## src/rtl/axi3_line_fetch.sv

```systemverilog
// axi3_line_fetch_pkg: AXI3 read-channel bundles shared by the fetch master and its bench.
//   axi3_rd_req_t  : master-driven AR fields plus rready
//   axi3_rd_resp_t : slave-driven arready plus R fields
//
// axi3_line_fetch: cache-line refill master. It accepts one line-aligned
// request, issues a single INCR burst of LINE_WORDS 32-bit beats, collects the
// beats into a line buffer and returns the whole line with an error flag.
// Only one burst is outstanding at a time.
//   clk, rst      : clock, synchronous active-high reset
//   req_valid     : refill request; req_addr offset bits are ignored
//   req_ready     : high only while idle
//   line_valid    : one-cycle pulse, line_data/line_err valid
//   line_data     : word i at bits [32*i+31:32*i]
//   line_err      : some beat had rresp != OKAY, or rlast was misplaced
//   axi3_rd_req   : AR/R master signals
//   arid          : constant ARID
//   axi3_rd_resp  : AR/R slave signals
//   rid           : unused, single outstanding burst
package axi3_line_fetch_pkg;
  typedef struct packed {
    logic        arvalid;
    logic [31:0] araddr;
    logic [3:0]  arlen;
    logic [2:0]  arsize;
    logic [1:0]  arburst;
    logic [1:0]  arlock;
    logic [3:0]  arcache;
    logic [2:0]  arprot;
    logic        rready;
  } axi3_rd_req_t;

  typedef struct packed {
    logic        arready;
    logic        rvalid;
    logic [31:0] rdata;
    logic [1:0]  rresp;
    logic        rlast;
  } axi3_rd_resp_t;
endpackage

module axi3_line_fetch
  import axi3_line_fetch_pkg::*;
#(
  parameter int unsigned          LINE_WORDS = 8,
  parameter int unsigned          BUS_WIDTH  = 4,
  parameter logic [BUS_WIDTH-1:0] ARID       = '0
) (
  input  logic                     clk,
  input  logic                     rst,
  input  logic                     req_valid,
  input  logic [31:0]              req_addr,
  output logic                     req_ready,
  output logic                     line_valid,
  output logic [32*LINE_WORDS-1:0] line_data,
  output logic                     line_err,
  output axi3_rd_req_t             axi3_rd_req,
  output logic [BUS_WIDTH-1:0]     arid,
  input  axi3_rd_resp_t            axi3_rd_resp,
  input  logic [BUS_WIDTH-1:0]     rid
);

  localparam int unsigned     CW        = $clog2(LINE_WORDS);
  localparam logic [CW-1:0]   LAST      = CW'(LINE_WORDS - 1);
  localparam logic [31:0]     ADDR_MASK = ~32'(LINE_WORDS * 4 - 1);

  typedef enum logic [1:0] {IDLE, ADDR, DATA, DONE} state_t;

  state_t         state;
  logic [CW-1:0]  cnt;
  logic           err;
  logic           arvalid;
  logic           rready;
  logic [31:0]    araddr;
  logic           beat_err;
  logic           unused_rid;

  assign unused_rid = ^rid;

  // A beat is bad on a non-OKAY response or when rlast disagrees with the counter.
  assign beat_err = (axi3_rd_resp.rresp != 2'b00) ||
                    (axi3_rd_resp.rlast != (cnt == LAST));

  // Handshake outputs are registered with the state so they never depend on the slave.
  always_ff @(posedge clk) begin
    if (rst) begin
      state      <= IDLE;
      req_ready  <= 1'b1;
      arvalid    <= 1'b0;
      rready     <= 1'b0;
      line_valid <= 1'b0;
      line_err   <= 1'b0;
      line_data  <= '0;
      araddr     <= '0;
      cnt        <= '0;
      err        <= 1'b0;
    end else begin
      line_valid <= 1'b0;
      case (state)
        IDLE: begin
          if (req_valid) begin
            araddr    <= req_addr & ADDR_MASK;
            cnt       <= '0;
            err       <= 1'b0;
            req_ready <= 1'b0;
            arvalid   <= 1'b1;
            state     <= ADDR;
          end
        end
        ADDR: begin
          if (axi3_rd_resp.arready) begin
            arvalid <= 1'b0;
            rready  <= 1'b1;
            state   <= DATA;
          end
        end
        DATA: begin
          if (axi3_rd_resp.rvalid) begin
            line_data[{cnt, 5'd0} +: 32] <= axi3_rd_resp.rdata;
            cnt <= cnt + CW'(1);
            err <= err | beat_err;
            // Completion is counted, not taken from rlast.
            if (cnt == LAST) begin
              rready     <= 1'b0;
              line_valid <= 1'b1;
              line_err   <= err | beat_err;
              state      <= DONE;
            end
          end
        end
        DONE: begin
          req_ready <= 1'b1;
          state     <= IDLE;
        end
        default: state <= IDLE;
      endcase
    end
  end

  always_comb begin
    axi3_rd_req         = '0;
    axi3_rd_req.arvalid = arvalid;
    axi3_rd_req.araddr  = araddr;
    axi3_rd_req.arlen   = 4'(LINE_WORDS - 1);
    axi3_rd_req.arsize  = 3'b010;
    axi3_rd_req.arburst = 2'b01;
    axi3_rd_req.arlock  = '0;
    axi3_rd_req.arcache = '0;
    axi3_rd_req.arprot  = '0;
    axi3_rd_req.rready  = rready;
  end

  assign arid = ARID;

endmodule

```

## config.mk

```make
export PLATFORM = sky130hd
export DESIGN_NAME = axi3_line_fetch
export DESIGN_NICKNAME = d
export VERILOG_FILES = /design/src/rtl/axi3_line_fetch.sv
export SDC_FILE = /design/constraint.sdc
export NUM_CORES = 1
export LEC_CHECK = 0
export ABC_AREA = 1
export CAP_MARGIN = 5
export CELL_PAD_IN_SITES_DETAIL_PLACEMENT = 1
export CELL_PAD_IN_SITES_GLOBAL_PLACEMENT = 1
export CORE_MARGIN = 3
export CORE_UTILIZATION = 35
export CTS_CLUSTER_SIZE = 8
export DETAILED_ROUTE_END_ITERATION = 8
export GPL_ROUTABILITY_DRIVEN = 0
export PLACE_DENSITY = 0.85
export SYNTH_ARGS = -nofsm -noshare
export SYNTH_HDL_FRONTEND = slang
export SYNTH_SLANG_ARGS = --single-unit
```

## constraint.sdc

```tcl
create_clock -name clk -period 3.9 [get_ports clk]
set_input_delay 0.78 -clock clk [delete_from_list [all_inputs] [get_ports clk]]
set_output_delay 0.78 -clock clk [all_outputs]
set_load 0.01 [all_outputs]
```

# Yosys cells after proc, flatten, opt, wreduce, memory -nomap -nowiden
# Index checks and enable logic that the tools add are counted.
# classes
addsub	2
n_eq_ne	9
n_shift	2
mux	21
bitwise	3
reduce_logical	16
# ops
operator	n
$bwmux W256	1
$shift A32 B10 Y256 const A	1
$shiftx A32 B10 Y256	1
$neg A8 Y10	1
$reduce_bool A2 Y1	5
$reduce_and A3 Y1	3
$mux W1	8
$mux W2	4
$ne A2 B2 Y1 const B	4
$pmux W1 S2	4
$pmux W2 S4	1
$reduce_and A4 Y1	2
$mux W3	2
$pmux W3 S2	1
$reduce_and A2 Y1	3
$eq A2 B2 Y1 const B	2
$add A3 B1 Y3 const B	1
$eq A3 B3 Y1 const B	1
$reduce_or A3 Y1	1
$eq A2 B1 Y1 const B	1
$logic_not A2 Y1	1
$not A1 Y1	2
$logic_or A1 B1 Y1	1
$ne A1 B1 Y1	1
$or A1 B1 Y1	1
# totals
register_bits	294
inputBits	76
output_inout_bits	315
wordCells	63

# Logic depth before layout (Yosys ltp)
# Gate-level depths: netlist of the first run.
# logic_depth
word_depth	6
mapped_depth	12
ltp_nobuf	10

# Worst setup path after synthesis of the first run
# Ideal clock, no wire load.
# synth_path
kind	reg2reg
start	reg cnt[0]
end	reg line_data[159]
setup_time_ps	113
arrival_time_ps	1892
t_required_ps	3787
path_slack_ps	1896
stages_incl_launch_ff	11
n_path_buf	2
path_cell_list	dfxtp_1 > buf_4 > inv_4 > ha_1 > ha_1 > inv_2 > nor2_1 > buf_1 > nand4_1 > nand2_1 > nor2_1
# synth_between
elab_chain_len	3
word_cells_on_any_way	4
cone_classes	add/sub: 1; shift: 2; mux: 1
# synth_lines
element	line_no	text
start: declaration	69	logic [CW-1:0] cnt;
start signal: assignment	119	cnt <= cnt + CW'(1);
$neg A8 Y10 (*)	118	line_data[{cnt, 5'd0} +: 32] <= axi3_rd_resp.rdata;
$shiftx A32 B10 Y256 or $shift A32 B10 Y256 (tied branches)	118	
$bwmux W256 (*)	118	
end signal: indexed assignment	118	
end: declaration	54	output logic [32*LINE_WORDS-1:0] line_data,
# Every way passes the cells marked *; elsewhere a longest branch is shown, timed or not.
# A chain may end at the register's enable or synchronous reset.

# Worst setup path in the final report of the first run
# layout_path
start	reg cnt[0]
end	reg line_data[230]
# Same word-level chain as after synthesis.

==> impl_metrics.env, run 1 <==
export IMPL_ctsHoldBuffers=0
export IMPL_dp_cells=2593
export IMPL_arrival_ns=3.41
export IMPL_finalNetCount=2270
export IMPL_root_buffer="clkbuf_16"
export IMPL_grt_antenna_before_repair=2
export IMPL_vias=12900
export IMPL_status="finished clean"
export IMPL_worstSetupStartpointType="flop"
export IMPL_avgViaCountPerCell=4.90
export IMPL_crit_fanout=36
export IMPL_cts_tree="yes"
export IMPL_grt_pass1_wl_um=77200
export IMPL_fillers=4394
export IMPL_grt_pass1_vias=13600
export IMPL_cts_buffers=42
export IMPL_critical_path_required_ns=4.30
export IMPL_fmax_mhz=333
export IMPL_ir_drop_mv=0.337
export IMPL_crit_path_end_kind="flop"
export IMPL_p_leak_nw=7.86
export IMPL_initial_core_util_pct=36.0
export IMPL_syn_area_um2=12600
export IMPL_clkSinkCount=294
export IMPL_ant_nets=0
export IMPL_yosys_warnings=0
export IMPL_wl_per_cell_um=19.1
export IMPL_dpl_instance_area_um2=16300
export IMPL_grt_usage_pct=25.4
export IMPL_min_period_over_period_pct=77.1
export IMPL_ioPinCount=391
export IMPL_final_util_pct=49.8
export IMPL_dieArea_um2=38300
export IMPL_yosys_area_top_type="dfxtp_1"
export IMPL_floorplan_rows=68
export IMPL_period_minus_slack_ns=3.01
export IMPL_fin_cells=2642
export IMPL_synth_area_leaders="dfxtp_1 47%, nor2_1 18%, nand2_1 11%"
export IMPL_ctsLongestPathBuffers=3
export IMPL_gr_total_overflow=0
export IMPL_first_iter_violations=639
export IMPL_synthCells=1878
export IMPL_cts_clk_slew_worst_paths_ns=0.05
export IMPL_io_buffers=354
export IMPL_grt_setup_unrepaired="no"
export IMPL_grt_max_degree=116
export IMPL_dpl_hpwl_um=35900
export IMPL_drive_gt1_share_pct=4.21
export IMPL_seq_area_frac_synth_pct=46.7
export IMPL_hold_violations=0
export IMPL_cts_max_level=2
export IMPL_chipHeight_um=196
export IMPL_clkLatencyLatePin_ns=0.53
export IMPL_setup_viol=0
export IMPL_critPathLaunch="cnt[0]"
export IMPL_synth_most_common_cell="nor2_1"
export IMPL_pwr_density_cell_nw_per_um2=453
export IMPL_hold_path_class="flop to flop"
export IMPL_drc=0
export IMPL_async_flop_share_pct=0
export IMPL_dr_pass1_iters=5
export IMPL_skew_ns=0.0174
export IMPL_core_um2=35000
export IMPL_wirelength_um=50300
export IMPL_cts_repair_resized=0
export IMPL_die_w_um=196
export IMPL_crit_type="flop to flop"
export IMPL_worst_pin_slew_ns=0.912
export IMPL_max_slew_margin_pct=39.1
export IMPL_synth_seq_cells=294
export IMPL_synth_main_ff_cell="dfxtp_1"
export IMPL_synth_enable_flop_cells=0
export IMPL_final_area_um2=17400
export IMPL_ys_types=29
export IMPL_drv_cap=0
export IMPL_hold_start="req_ready"
export IMPL_slew_viol_final=0
export IMPL_fin_setup_tns_ns=0
export IMPL_holdWs_ns=0.468
export IMPL_cts_setup_buffers=0
export IMPL_synth_top_area_share_pct=46.7
export IMPL_yosys_top_cells_count="593 x nor2_1, 358 x nand2_1, 294 x dfxtp_1"
export IMPL_r2r_start="cnt[0]"
export IMPL_syn_area_per_cell_um2=6.71
export IMPL_area_growth_pct=38.1
==> worst max-delay path, cell delays in order (launching register included) <==
cell and delay, ns:
dfxtp_1 0.67, inv_4 0.10, ha_1 0.25, ha_1 0.38, nor2_1 0.16, nand3_2 0.61
buf_4 0.47, o21ai_0 0.19, nor2_1 0.06
==> cells in the final DEF, fill, tap and decap left out, types with 2 or more instances in the layout <==
master	count
clkdlybuf4s50_1	354
clkinv_8	2
or2_2	2
diode_2	2
nand3_2	4
buf_4	21
nand3_1	45
nor3_1	54
o21ai_0	113
inv_2	5
nor2_2	4
clkbuf_16	43
ha_1	12
nor2_1	589
clkinv_1	2
a21oi_1	31
buf_12	2
clkbuf_1	2
o21ai_1	2
conb_1	27
nor2_4	4
nand2_1	357
inv_1	189
dfxtp_1	294
nand4_1	20
==> logic make-up (layout without fill, tap and decap cells) <==
logic type / count (synthesis) / count (layout) / synth area share, %
and+or+nand+nor: 1082 / 1082 / 34.2
buffers and inverters: 340 / 622 / 11.9
DFF: 294 / 294 / 46.7
AOI/OAI and AO/OA: 147 / 147 / 5.86
adders and majority gates: 12 / 12 / 1.19
other: 2 / 29 / 0.0596
xor gates and xnor gates: 1 / 1 / 0.0695
==> layout make-up <==
| cell class | instances | area, um^2 | area share, % |
|---|---|---|---|
| tap | 455 | 569 | 3.27 |
| multi-input combinational | 1269 | 5330 | 30.6 |
| antenna | 2 | 5.00 | 0.0288 |
| clock buffer | 45 | 1080 | 6.23 |
| clock inverter | 2 | 32.5 | 0.187 |
| sequential | 294 | 5890 | 33.8 |
| timing repair buffer | 377 | 3740 | 21.5 |
| inverter | 198 | 753 | 4.33 |
==> flip-flops by register name, summed over array words and instances, names as in the netlist <==
name / cells
err: 1
line_data: 256
line_err: 1
rready: 1
araddr: 27
cnt: 3
arvalid: 1
state: 2
line_valid: 1
req_ready: 1
==> layer usage <==
| layer | up-vias | wire (um) | part of all wire [%] | GRT usage, % |
|---|---|---|---|---|
| li1 | 6230 | - | - | - |
| met1 | 6228 | 21100 | 42 | 30.7 |
| met2 | 368 | 24100 | 48 | 43.8 |
| met3 | 115 | 2990 | 5.9 | 5.72 |
| met4 | 0 | 2160 | 4.3 | 10.1 |
| met5 | - | 0 | 0 | 0 |
==> stage by stage <==
| step | setup WS (ns) | power, W |
|---|---|---|
| after global placement | 0.925 | 0.00465 |
| after detailed placement | 0.865 | 0.00471 |
| after CTS | 0.888 | 0.00797 |
| after global routing | 0.649 | 0.00824 |
| final | 0.893 | 0.00789 |
| after floorplan | 1.90 | 0.00408 |
==> where the power goes <==
part	switching, W	internal (W)
clock network	0.00129	0.00194
registers	0.000106	0.00318
logic	0.000837	0.000531
total	0.00223	0.00565
==> worst paths after layout <==
path | endpoint | depth (start not counted) | slack, ns
worst min-delay path | req_ready | 2 | 0.47
worst max register to register | line_data[230] | 8 | 0.89
worst max-delay path | line_data[230] | 8 | 0.89
worst min register to register | req_ready | 2 | 0.47
Power figures use the tool's default switching activity.
==> inputs of run 2 (changes only) <==
- CORE_UTILIZATION: 35 -> 32
- PLACE_DENSITY: 0.85 -> 0.79
- clock period: 3.9 -> 3.15 ns (I/O delays scaled with it)
==> run 2 against run 1 <==
Net effect:
- register-to-register slack worse by 0.30 ns
- global-route usage down 1.9 points
- power up 25%
- critical path depth down 1
- combinational power up 27%
- sequential power up 23%
- clock power up 25%
- cell area up 0.71%
==> impl_metrics.env, run 2 (synthesis results as in run 1) <==
export IMPL_status="finished clean"
export IMPL_crit_type="flop to flop"
export IMPL_vias=12800
export IMPL_arrival_ns=3.02
export IMPL_min_period_over_period_pct=81.2
export IMPL_hold_violations=0
export IMPL_area_growth_pct=39.1
export IMPL_holdWs_ns=0.478
export IMPL_drive_gt1_share_pct=4.39
export IMPL_drt_met1_wl_um=21000
export IMPL_clkLatencyLatePin_ns=0.54
export IMPL_avgViaCountPerCell=4.73
export IMPL_grt_max_degree=92
export IMPL_die_w_um=204
export IMPL_fmax_mhz=391
export IMPL_hold_path_class="flop to flop"
export IMPL_initial_core_util_pct=32.5
export IMPL_worst_pin_slew_ns=0.771
export IMPL_crit_family="buffers and inverters"
export IMPL_ioPinCount=391
export IMPL_ir_drop_mv=0.326
export IMPL_grt_usage_pct=23.5
export IMPL_worstSetupStartpointType="flop"
export IMPL_clkSinkCount=294
export IMPL_grt_pass1_vias=13300
export IMPL_wl_met2_um=24500
export IMPL_drv_cap=0
export IMPL_cpMaxStageDelayCell="ha_1"
export IMPL_core_um2=38700
export IMPL_cts_max_level=2
export IMPL_finalNetCount=2274
export IMPL_wl_met3_um=3430
export IMPL_drc=0
export IMPL_wl_per_cell_um=18.7
export IMPL_reg_largest_list="line_data: 256 flops, araddr: 27 flops, cnt: 3 flops"
export IMPL_final_common_cell="nor2_1"
export IMPL_ctsLongestPathBuffers=3
export IMPL_fillers=4902
export IMPL_cts_buffers=42
export IMPL_cts_tree="yes"
export IMPL_worst_path_buf_inv=3
export IMPL_pwr_density_cell_nw_per_um2=561
export IMPL_cts_clk_slew_worst_paths_ns=0.05
export IMPL_worstPathCellList="inv_1, ha_1, inv_2, buf_4, nor3_1, o21ai_0, nor2_1"
export IMPL_setup_viol=0
export IMPL_top_layer="met4"
export IMPL_slew_viol_final=0
export IMPL_crit_fanout=33
export IMPL_regArea_um2=5890
export IMPL_final_cell_mix="589 x nor2_1, 357 x nand2_1, 354 x clkdlybuf4s50_1"
export IMPL_first_iter_violations=623
export IMPL_wirelength_um=50800
export IMPL_gr_total_overflow=0
export IMPL_critical_path_required_ns=3.62
export IMPL_crit_path_end_kind="flop"
export IMPL_io_buffers=354
export IMPL_dieArea_um2=41800
export IMPL_grt_setup_unrepaired="no"
export IMPL_grt_antenna_before_repair=1
export IMPL_worst_slack_ns=0.591
export IMPL_root_buffer="clkbuf_16"
export IMPL_cts_repair_resized=0
export IMPL_fin_setup_tns_ns=0
export IMPL_floorplan_rows=72
export IMPL_period_minus_slack_ns=2.56
export IMPL_max_slew_margin_pct=48.3
export IMPL_multiInputGateArea_um2=5320
export IMPL_p_leak_nw=7.89
export IMPL_cts_setup_buffers=0
export IMPL_regMostFlops="line_data"
export IMPL_dr_pass1_iters=4
export IMPL_skew_ns=0.0108
export IMPL_largest_register_ffs=256
export IMPL_chipHeight_um=204
export IMPL_cp_slowest_stage_delay_ns=0.59
export IMPL_grt_pass1_wl_um=76400
export IMPL_place_ws_ns=0.607
export IMPL_ctsHoldBuffers=0
export IMPL_dpl_hpwl_um=36700
export IMPL_final_util_pct=45.2
export IMPL_ant_nets=0
## run 2: layout make-up
cell class,instances,share of cell area [%]
repair buffers,381,21.7
clock inverters,2,0.164
clock buffers,45,6.18
flip-flops and latches,294,33.6
inverters,198,4.30
multi-input cells,1269,30.4
diodes,1,0.0143
well taps,518,3.70
## run 2: tightest hold or removal path: stages (launching register included)
cell and delay, ns:
dfxtp_1 0.32, nor2_1 0.05, nor2_1 0.08
## run 2: worst paths after layout
check             endpoint  slack, ns           from  depth (start not counted)
max          line_data[59]       0.59         cnt[1]                          7
min          line_data[51]       0.48  line_data[51]                          2
max reg2reg  line_data[59]       0.59         cnt[1]                          7
min reg2reg  line_data[51]       0.48  line_data[51]                          2
## run 2: power breakdown
group / switching [W] / internal, W / leakage [nW]
clock: 0.00162 / 0.00241 / 0.547
sequential: 0.000122 / 0.00394 / 2.38
combinational: 0.00107 / 0.000668 / 4.97
## run 2: routing by layer
| metal | vias up | track usage [%] |
|---|---|---|
| met1 | 6126 | 28.5 |
| met2 | 381 | 40.3 |
| li1 | 6211 | - |
| met3 | 103 | 5.84 |
| met5 | - | 0 |
| met4 | 0 | 8.63 |
## run 2: stage by stage
stage / instances / power (W) / area (um^2)
2_1_floorplan: 1903 / 0.00505 / 12700
3_3_place_gp: 2660 / 0.00580 / 16400
3_5_place_dp: 2660 / 0.00587 / 16400
4_1_cts: 2707 / 0.00993 / 17500
5_1_grt: 2708 / 0.0103 / 17500
6_report: 2708 / 0.00982 / 17500
